`config.mk`:
```
export PLATFORM = sky130hd
export DESIGN_NAME = bitstream_count
export DESIGN_NICKNAME = d
export VERILOG_FILES = /design/src/rtl/bitstream_count.sv
export SDC_FILE = /design/constraint.sdc
export NUM_CORES = 1
export LEC_CHECK = 0
export ABC_CLOCK_PERIOD_IN_PS = 10100
export CAP_MARGIN = 20
export CORE_MARGIN = 2
export CORE_UTILIZATION = 56
export CTS_CLUSTER_DIAMETER = 150
export DETAILED_ROUTE_END_ITERATION = 10
export GPL_TIMING_DRIVEN = 0
export PLACE_DENSITY = 0.85
export SLEW_MARGIN = 20
export SYNTH_ARGS = -nofsm -noshare
export SYNTH_HDL_FRONTEND = slang
export SYNTH_SLANG_ARGS = --single-unit
```
`constraint.sdc`:
```
create_clock -name clk -period 10.1 [get_ports clk]
set_clock_uncertainty 0.15 [all_clocks]
set_input_delay 1.01 -clock clk [delete_from_list [all_inputs] [get_ports clk]]
set_output_delay 1.01 -clock clk [all_outputs]
set_load 0.01 [all_outputs]
```
`src/rtl/bitstream_count.sv`:
```
// Multi-cycle popcount of a BITSTREAM-bit frame, CHUNK bits per cycle, with valid/ready on both sides.
// Optional macro BSC_BIPOLAR_EN turns the result into the signed value 2*count - BITSTREAM.
module bitstream_count #(
  parameter int BITSTREAM = 64,
  parameter int CHUNK     = 8,   // BITSTREAM must be a multiple of CHUNK
  localparam int N  = BITSTREAM / CHUNK,
  localparam int CW = $clog2(BITSTREAM + 1),
`ifdef BSC_BIPOLAR_EN
  localparam int OW = CW + 1
`else
  localparam int OW = CW
`endif
) (
  input  logic                 clk,
  input  logic                 rst_n,
  input  logic                 in_valid,
  output logic                 in_ready,
  input  logic [BITSTREAM-1:0] in_bits,
  output logic                 out_valid,
  input  logic                 out_ready,
  output logic [OW-1:0]        out_count
);

  localparam int IW = (N > 1) ? $clog2(N) : 1;

  typedef enum logic [1:0] {IDLE, COUNT, DONE} state_t;

  state_t               state, next;
  logic [BITSTREAM-1:0] shreg;
  logic [CW-1:0]        acc;
  logic [IW-1:0]        idx;
  logic [CW-1:0]        chunk_pc;
  logic [CW-1:0]        sum;
  logic [OW-1:0]        res;
  logic                 last;
  logic                 accept;
  logic                 fire;

  always_comb begin
    chunk_pc = '0;
    for (int i = 0; i < CHUNK; i++)
      chunk_pc = chunk_pc + CW'(shreg[i]);
  end

  // acc never exceeds BITSTREAM, so CW bits cannot overflow
  assign sum    = acc + chunk_pc;
  assign last   = (idx == IW'(N - 1));
  assign accept = in_valid && in_ready;
  assign fire   = out_valid && out_ready;

`ifdef BSC_BIPOLAR_EN
  // 2*count - BITSTREAM in two's complement; wraparound of the unsigned subtract gives the sign
  assign res = {sum, 1'b0} - OW'(BITSTREAM);
`else
  assign res = sum;
`endif

  always_comb begin
    next = state;
    case (state)
      IDLE:    if (accept) next = COUNT;
      COUNT:   if (last)   next = DONE;
      DONE:    if (fire)   next = IDLE;
      default: next = IDLE;
    endcase
  end

  always_ff @(posedge clk or negedge rst_n) begin
    if (!rst_n) begin
      state     <= IDLE;
      in_ready  <= 1'b0;
      out_valid <= 1'b0;
      out_count <= '0;
      acc       <= '0;
      idx       <= '0;
      shreg     <= '0;
    end else begin
      state     <= next;
      // registered so ready stays low through reset and rises on the first edge after it
      in_ready  <= (next == IDLE);
      out_valid <= (next == DONE);
      case (state)
        IDLE: if (accept) begin
          shreg <= in_bits;
          acc   <= '0;
          idx   <= '0;
        end
        COUNT: begin
          shreg <= shreg >> CHUNK;
          acc   <= sum;
          idx   <= idx + IW'(1);
          if (last) out_count <= res;
        end
        default: ;
      endcase
    end
  end

endmodule

```
==> results of run 1 <==
==> worst reg2reg max path: stages (launching register included) <==
cell      delay (ps)
dfrtp_1          410
fa_1             540
inv_1             50
fa_1             510
fa_1             440
fa_1             440
fa_1             410
nand2b_1         190
a211oi_1         290
xnor2_1          200
o21ai_0          110
==> layer usage <==
| metal | vias to the layer above | share of wire (%) | GRT usage (%) |
|---|---|---|---|
| met4 | 0 | 2.4 | 11.3 |
| met2 | 182 | 49 | 46.7 |
| met5 | - | 0 | 0 |
| met3 | 21 | 7.6 | 6.90 |
| met1 | 1782 | 41 | 37.3 |
| li1 | 1703 | - | - |
==> where the power goes <==
| group | total (W) | internal [W] | switching [W] |
|---|---|---|---|
| sequential | 0.000597 | 0.000503 | 0.0000947 |
| clock | 0.000311 | 0.000188 | 0.000123 |
| combinational | 0.000953 | 0.000388 | 0.000565 |
| total | 0.00186 | 0.00108 | 0.000783 |
==> worst max-delay path by stage <==
| stage | slack (ps) | start | depth (start not counted) | to |
|---|---|---|---|---|
| after floorplan | 6560 | shreg[0] | 10 | acc[6] |
| after global placement | 4890 | rst_n | 1 | shreg[42] |
| after detailed placement | 6280 | shreg[0] | 10 | acc[6] |
| final | 6250 | shreg[0] | 10 | acc[6] |
| after global routing | 6120 | shreg[0] | 10 | out_count[6] |
| after CTS | 6230 | shreg[0] | 10 | acc[6] |
==> sequential cells by signal, summed over array words and instances, names as in the netlist <==
register and flops:
acc 7, in_ready 1, shreg 64, state 2, out_count 7, idx 3
out_valid 1
==> kinds of logic (layout without fill, tap and decap cells) <==
| family | after synthesis | in the layout | synth area share [%] |
|---|---|---|---|
| xor gates and xnor gates | 4 | 4 | 0.874 |
| and+or+nand+nor | 223 | 223 | 21.9 |
| AOI/OAI and AO/OA | 94 | 94 | 13.9 |
| buffers and inverters | 43 | 136 | 5.34 |
| adders and majority gates | 13 | 13 | 4.99 |
| DFF | 85 | 85 | 53.0 |
==> placed cells by master (no fill, tap or decap), drive strengths merged <==
| master | instances |
|---|---|
| a211o | 1 |
| a211oi | 2 |
| a21oi | 16 |
| a31oi | 52 |
| and2 | 1 |
| and4bb | 1 |
| buf | 26 |
| bufinv | 4 |
| clkbuf | 17 |
| clkdlybuf4s50 | 75 |
| clkinv | 2 |
| clkinvlp | 1 |
| dfrtp | 85 |
| fa | 5 |
| ha | 8 |
| inv | 11 |
| nand2 | 143 |
| nand2b | 3 |
| nand3 | 7 |
| nand3b | 1 |
| nor2 | 64 |
| nor2b | 1 |
| nor3 | 1 |
| o21a | 2 |
| o21ai | 20 |
| o31ai | 1 |
| or2 | 1 |
| xnor2 | 3 |
| xor2 | 1 |
==> per-stage QoR <==
stage	cell area [um^2]	std cells
after floorplan	4010	462
after global placement	4890	634
after detailed placement	4910	635
after CTS	5170	651
after global routing	5170	651
final	5170	651
==> cell type report <==
type / instances / area, um^2
well taps: 96 / 120
clock inverters: 7 / 138
clock buffers: 9 / 124
multi-input cells: 334 / 1670
repair buffers: 77 / 778
flip-flops and latches: 85 / 2130
plain buffers: 32 / 173
fillers: 485 / 1700
inverters: 11 / 41.3
==> flow_summary.json, run 1 <==
{
  "viasPerCell": 5.67,
  "cts_resized": 0,
  "hold_start": "out_count[4]",
  "drv_slew": 0,
  "drive_above_1_share_pct": 7.93,
  "p_leak_nw": 2.33,
  "die_x_um": 88.6,
  "whs_path_depth": 2,
  "clock_latency_ps": 350,
  "grt_pass1_vias": 3649,
  "grt_usage_pct": 28.7,
  "crit_chain": "fa_1 -> inv_1 -> fa_1 -> fa_1 -> fa_1 -> fa_1 -> nand2b_1 -> a211oi_1 -> xnor2_1 -> o21ai_0",
  "finalWirelength_um": 10500,
  "syn_inst": 462,
  "antenna_found_initial": 0,
  "gp_congestion": 0.912,
  "worstRegToRegCells": 10,
  "cts_buffers": 9,
  "syn-num-nets": 543,
  "min_to": "out_count[4]",
  "htreeDepth": 3,
  "reg2reg_from": "shreg[0]",
  "ir_drop_uv": 157,
  "grt_max_degree": 47,
  "relSlewSlack_pct": 60.7,
  "crit_buf_inv": 1,
  "setup_slack_ps": 6250,
  "drt-pass1-iter-count": 4,
  "worst_pin_slew_ps": 590,
  "synthTopCellsByCount": "142 x nand2_1, 85 x dfrtp_1, 64 x nor2_1, 52 x a31oi_1",
  "synth.cell_area_mm2": 0.00401,
  "synth-seq-cells": 85,
  "yosys_warnings": 0,
  "r2r_slack_ps": 6250,
  "drtIter0Drc": 254,
  "ant_nets": 0,
  "cp.required_ps": 10190,
  "fin_setup_tns_ps": 0,
  "worstReg2RegEnd": "acc[6]",
  "rows": 30,
  "cts_tree": "done",
  "synth.area.top_cells": "dfrtp_1 53%, nand2_1 13%, a31oi_1 8.1%",
  "crit_family": "adder cells",
  "crit_path_max_incr_delay_ps": 540,
  "cpMostUsedCell": "fa_1",
  "antenna-diode-count": 0,
  "cts_buffer_depth": 2,
  "fp.dieH_um": 88.6,
  "period_share_pct": 38.2,
  "finalCriticalPeriod_ps": 3850,
  "nets": 631,
  "p_total_w": 0.00186,
  "vias": 3688,
  "dieArea_mm2": 0.00785,
  "hp-class": "reg2reg",
  "hold_viol": 0,
  "synth.most_common_cell": "nand2_1",
  "powerDensity_mw_per_mm2": 360,
  "initial_core_util_pct": 58.4,
  "syn_area_per_cell_um2": 8.68,
  "synth_edf_count": 0,
  "wl_per_cell_um": 16.1,
  "dp_hpwl_um": 7380,
  "yosys.area.top_type": "dfrtp_1",
  "clock-sinks": 85,
  "post-cts-setup-buffers": 0,
  "setup.worst_path.end_class": "flip-flop",
  "cap_violations": 0,
  "pre_cts_ws_ps": 6280,
  "grt_pass1_wl_um": 16900,
  "root_buffer": "clkbuf_8",
  "cp_slowest_cell": "fa_1",
  "synth_cell_type_count": 31,
  "crit_arrival_ps": 3940,
  "path_class": "reg2reg",
  "synth_top_area_share_pct": 53.0,
  "grt_overflow": 0,
  "setup_viol": 0,
  "status": "complete, no violations",
  "area_delta_synth_final_pct": 28.9,
  "max_clock_freq_ghz": 0.259,
  "io_pins": 77,
  "async_flop_share_pct": 100,
  "portBuffers": 76,
  "rsz0062_at_grt": "no",
  "core-area_mm2": 0.00687,
  "path_max_fanout": 2,
  "post-route-util_pct": 75.3,
  "cts.reportedPaths.clkPinSlew_ps": 90,
  "whs_ps": 335,
  "critPathLaunchType": "flip-flop",
  "ys.flop_type": "dfrtp_1",
  "hold_buffers": 0,
  "ys_seq_area_share_pct": 53.0,
  "drc": 0
}
Power figures use the tool's default switching activity.
==> run 2: changes to the inputs <==
--- a/config.mk
+++ b/config.mk
@@ -5,14 +5,14 @@
 export SDC_FILE = /design/constraint.sdc
 export NUM_CORES = 1
 export LEC_CHECK = 0
-export ABC_CLOCK_PERIOD_IN_PS = 10100
+export ABC_CLOCK_PERIOD_IN_PS = 4000
 export CAP_MARGIN = 20
 export CORE_MARGIN = 2
-export CORE_UTILIZATION = 56
+export CORE_UTILIZATION = 52
 export CTS_CLUSTER_DIAMETER = 150
 export DETAILED_ROUTE_END_ITERATION = 10
 export GPL_TIMING_DRIVEN = 0
-export PLACE_DENSITY = 0.85
+export PLACE_DENSITY = 0.8
 export SLEW_MARGIN = 20
 export SYNTH_ARGS = -nofsm -noshare
 export SYNTH_HDL_FRONTEND = slang
==> constraint.sdc (replaced) <==
create_clock -name clk -period 4 [get_ports clk]
set_clock_uncertainty 0.15 [all_clocks]
set_input_delay 0.4 -clock clk [delete_from_list [all_inputs] [get_ports clk]]
set_output_delay 0.4 -clock clk [all_outputs]
set_load 0.01 [all_outputs]
==> flow_summary.json, run 2 (same netlist as run 1, synthesis figures left out) <==
{
  "status": "complete, no violations",
  "powerDensity_mw_per_mm2": 871,
  "post-route-util_pct": 67.5,
  "htreeDepth": 3,
  "rows": 32,
  "cts_tree": "done",
  "viasPerCell": 5.41,
  "drive_above_1_share_pct": 7.91,
  "cp_slowest_cell": "fa_1",
  "grt_pass1_vias": 3610,
  "drtIter0Drc": 249,
  "max_clock_freq_ghz": 0.264,
  "grt_pass1_wl_um": 16300,
  "worst_pin_slew_ps": 653,
  "die_x_um": 91.8,
  "drt-pass1-iter-count": 4,
  "largest_register": "shreg",
  "post-cts-setup-buffers": 0,
  "portBuffers": 76,
  "gp_congestion": 0.833,
  "relSlewSlack_pct": 56.4,
  "pre_cts_ws_ps": 234,
  "p_leak_nw": 2.31,
  "initial_core_util_pct": 52.7,
  "final_common_cell": "nand2_1",
  "path_max_fanout": 2,
  "layout_common_cells": "142 x nand2_1, 85 x dfrtp_1, 75 x clkdlybuf4s50_1",
  "grt_max_degree": 50,
  "cap_violations": 0,
  "hold_buffers": 1,
  "area_delta_synth_final_pct": 28.1,
  "fin_area_mm2": 0.00514,
  "period_share_pct": 94.5,
  "cp.required_ps": 4070,
  "critPathLaunchType": "flip-flop",
  "setup_slack_ps": 218,
  "clock-sinks": 85,
  "finalWirelength_um": 9740,
  "wl_per_cell_um": 14.8,
  "root_buffer": "clkbuf_8",
  "hold_viol": 0,
  "dieArea_mm2": 0.00843,
  "ir_drop_uv": 315,
  "grt_overflow": 0,
  "fin_setup_tns_ps": 0,
  "core-area_mm2": 0.00761,
  "hp-class": "reg2reg",
  "cts_buffers": 9,
  "cts.reportedPaths.clkPinSlew_ps": 90,
  "drc": 0,
  "crit_arrival_ps": 3850,
  "setup.worst_path.end_class": "flip-flop",
  "p_total_w": 0.00447,
  "crit_path_max_incr_delay_ps": 540,
  "cts_buffer_depth": 2,
  "crit_chain": "fa_1 -> inv_1 -> fa_1 -> fa_1 -> fa_1 -> fa_1 -> nand2b_1 -> a211oi_1 -> xnor2_1 -> o21ai_0",
  "nets": 632,
  "rsz0062_at_grt": "no",
  "antenna_found_initial": 0,
  "path_class": "reg2reg",
  "clock_latency_ps": 350,
  "vias": 3561,
  "cpMostUsedCell": "fa_1",
  "io_pins": 77,
  "setup_viol": 0,
  "top_regs": "shreg (64), acc (7), out_count (7)",
  "grt_usage_pct": 24.6,
  "placed_area_mm2": 0.00492,
  "dp_hpwl_um": 7130,
  "fp.dieH_um": 91.8,
  "cts_resized": 0,
  "drv_slew": 0,
  "ant_nets": 0,
  "antenna-diode-count": 0,
  "finalCriticalPeriod_ps": 3780,
  "largest_reg_flops": 64
}
-- run 2: cell types whose count changed in the layout (fill, tap and decap cells not counted), sizes merged --
cell,delta
dlygate4sd3,+1
clkinvlp,+1
clkbuf,+2
bufinv,-3
-- run 2: cell type report --
| type | instances | area (um^2) |
|---|---|---|
| fillers | 624 | 2470 |
| flip-flops and latches | 85 | 2130 |
| multi-input cells | 334 | 1670 |
| repair buffers | 78 | 788 |
| plain buffers | 32 | 173 |
| clock buffers | 11 | 151 |
| well taps | 102 | 128 |
| clock inverters | 5 | 58.8 |
| inverters | 11 | 41.3 |
-- run 2: power by group --
group / switching [W] / internal, W
Clock: 0.000310 / 0.000323
Sequential: 0.000229 / 0.00127
Combinational: 0.00137 / 0.000975
Total: 0.00191 / 0.00257
-- run 2: stage by stage --
step | hold WS [ps] | cells
3_5_place_dp | 322 | 641
6_report | 339 | 658
2_1_floorplan | -45.6 | 462
5_1_grt | 381 | 658
4_1_cts | 342 | 658
3_3_place_gp | 314 | 640
-- run 2: worst paths after layout --
kind,from,to,slack [ps],cells past startpoint
worst max-delay path,shreg[0],acc[6],220,10
worst min-delay path,out_count[4],out_count[4],340,2
worst max register to register,shreg[0],acc[6],220,10
worst min register to register,out_count[4],out_count[4],340,2
max in group asynchronous,rst_n,shreg[10],2600,3
min in group asynchronous,rst_n,out_count[4],480,2
-- run 2: critical path, delay by kind of cell (launching register included) --
| family | cells | cell delay (ps) |
|---|---|---|
| adders and majority gates | 5 | 2320 |
| DFF | 1 | 410 |
| xor gates and xnor gates | 1 | 190 |
| buffers and inverters | 1 | 50 |
| and+or+nand+nor | 1 | 180 |
| AOI/OAI and AO/OA | 2 | 370 |
-- run 2: metal layers --
metal	wire (um)	GRT usage, %	share of wire, %	vias to the layer above
met1	4330	33.5	44	1713
met5	0	0	0	-
met3	517	3.20	5.3	15
met4	174	9.58	1.8	0
met2	4720	40.4	48	120
li1	-	-	-	1713
==> run 3: changes to the inputs <==
--- a/config.mk
+++ b/config.mk
@@ -5,6 +5,7 @@
 export SDC_FILE = /design/constraint.sdc
 export NUM_CORES = 1
 export LEC_CHECK = 0
+export ABC_AREA = 0
 export ABC_CLOCK_PERIOD_IN_PS = 4000
 export CAP_MARGIN = 20
 export CORE_MARGIN = 2
@@ -13,6 +14,7 @@
 export DETAILED_ROUTE_END_ITERATION = 10
 export GPL_TIMING_DRIVEN = 0
 export PLACE_DENSITY = 0.8
+export SKIP_LAST_GASP = 1
 export SLEW_MARGIN = 20
 export SYNTH_ARGS = -nofsm -noshare
 export SYNTH_HDL_FRONTEND = slang
==> results of run 3 <==
The final DEF is identical to that of run 2; final timing and power are the same.
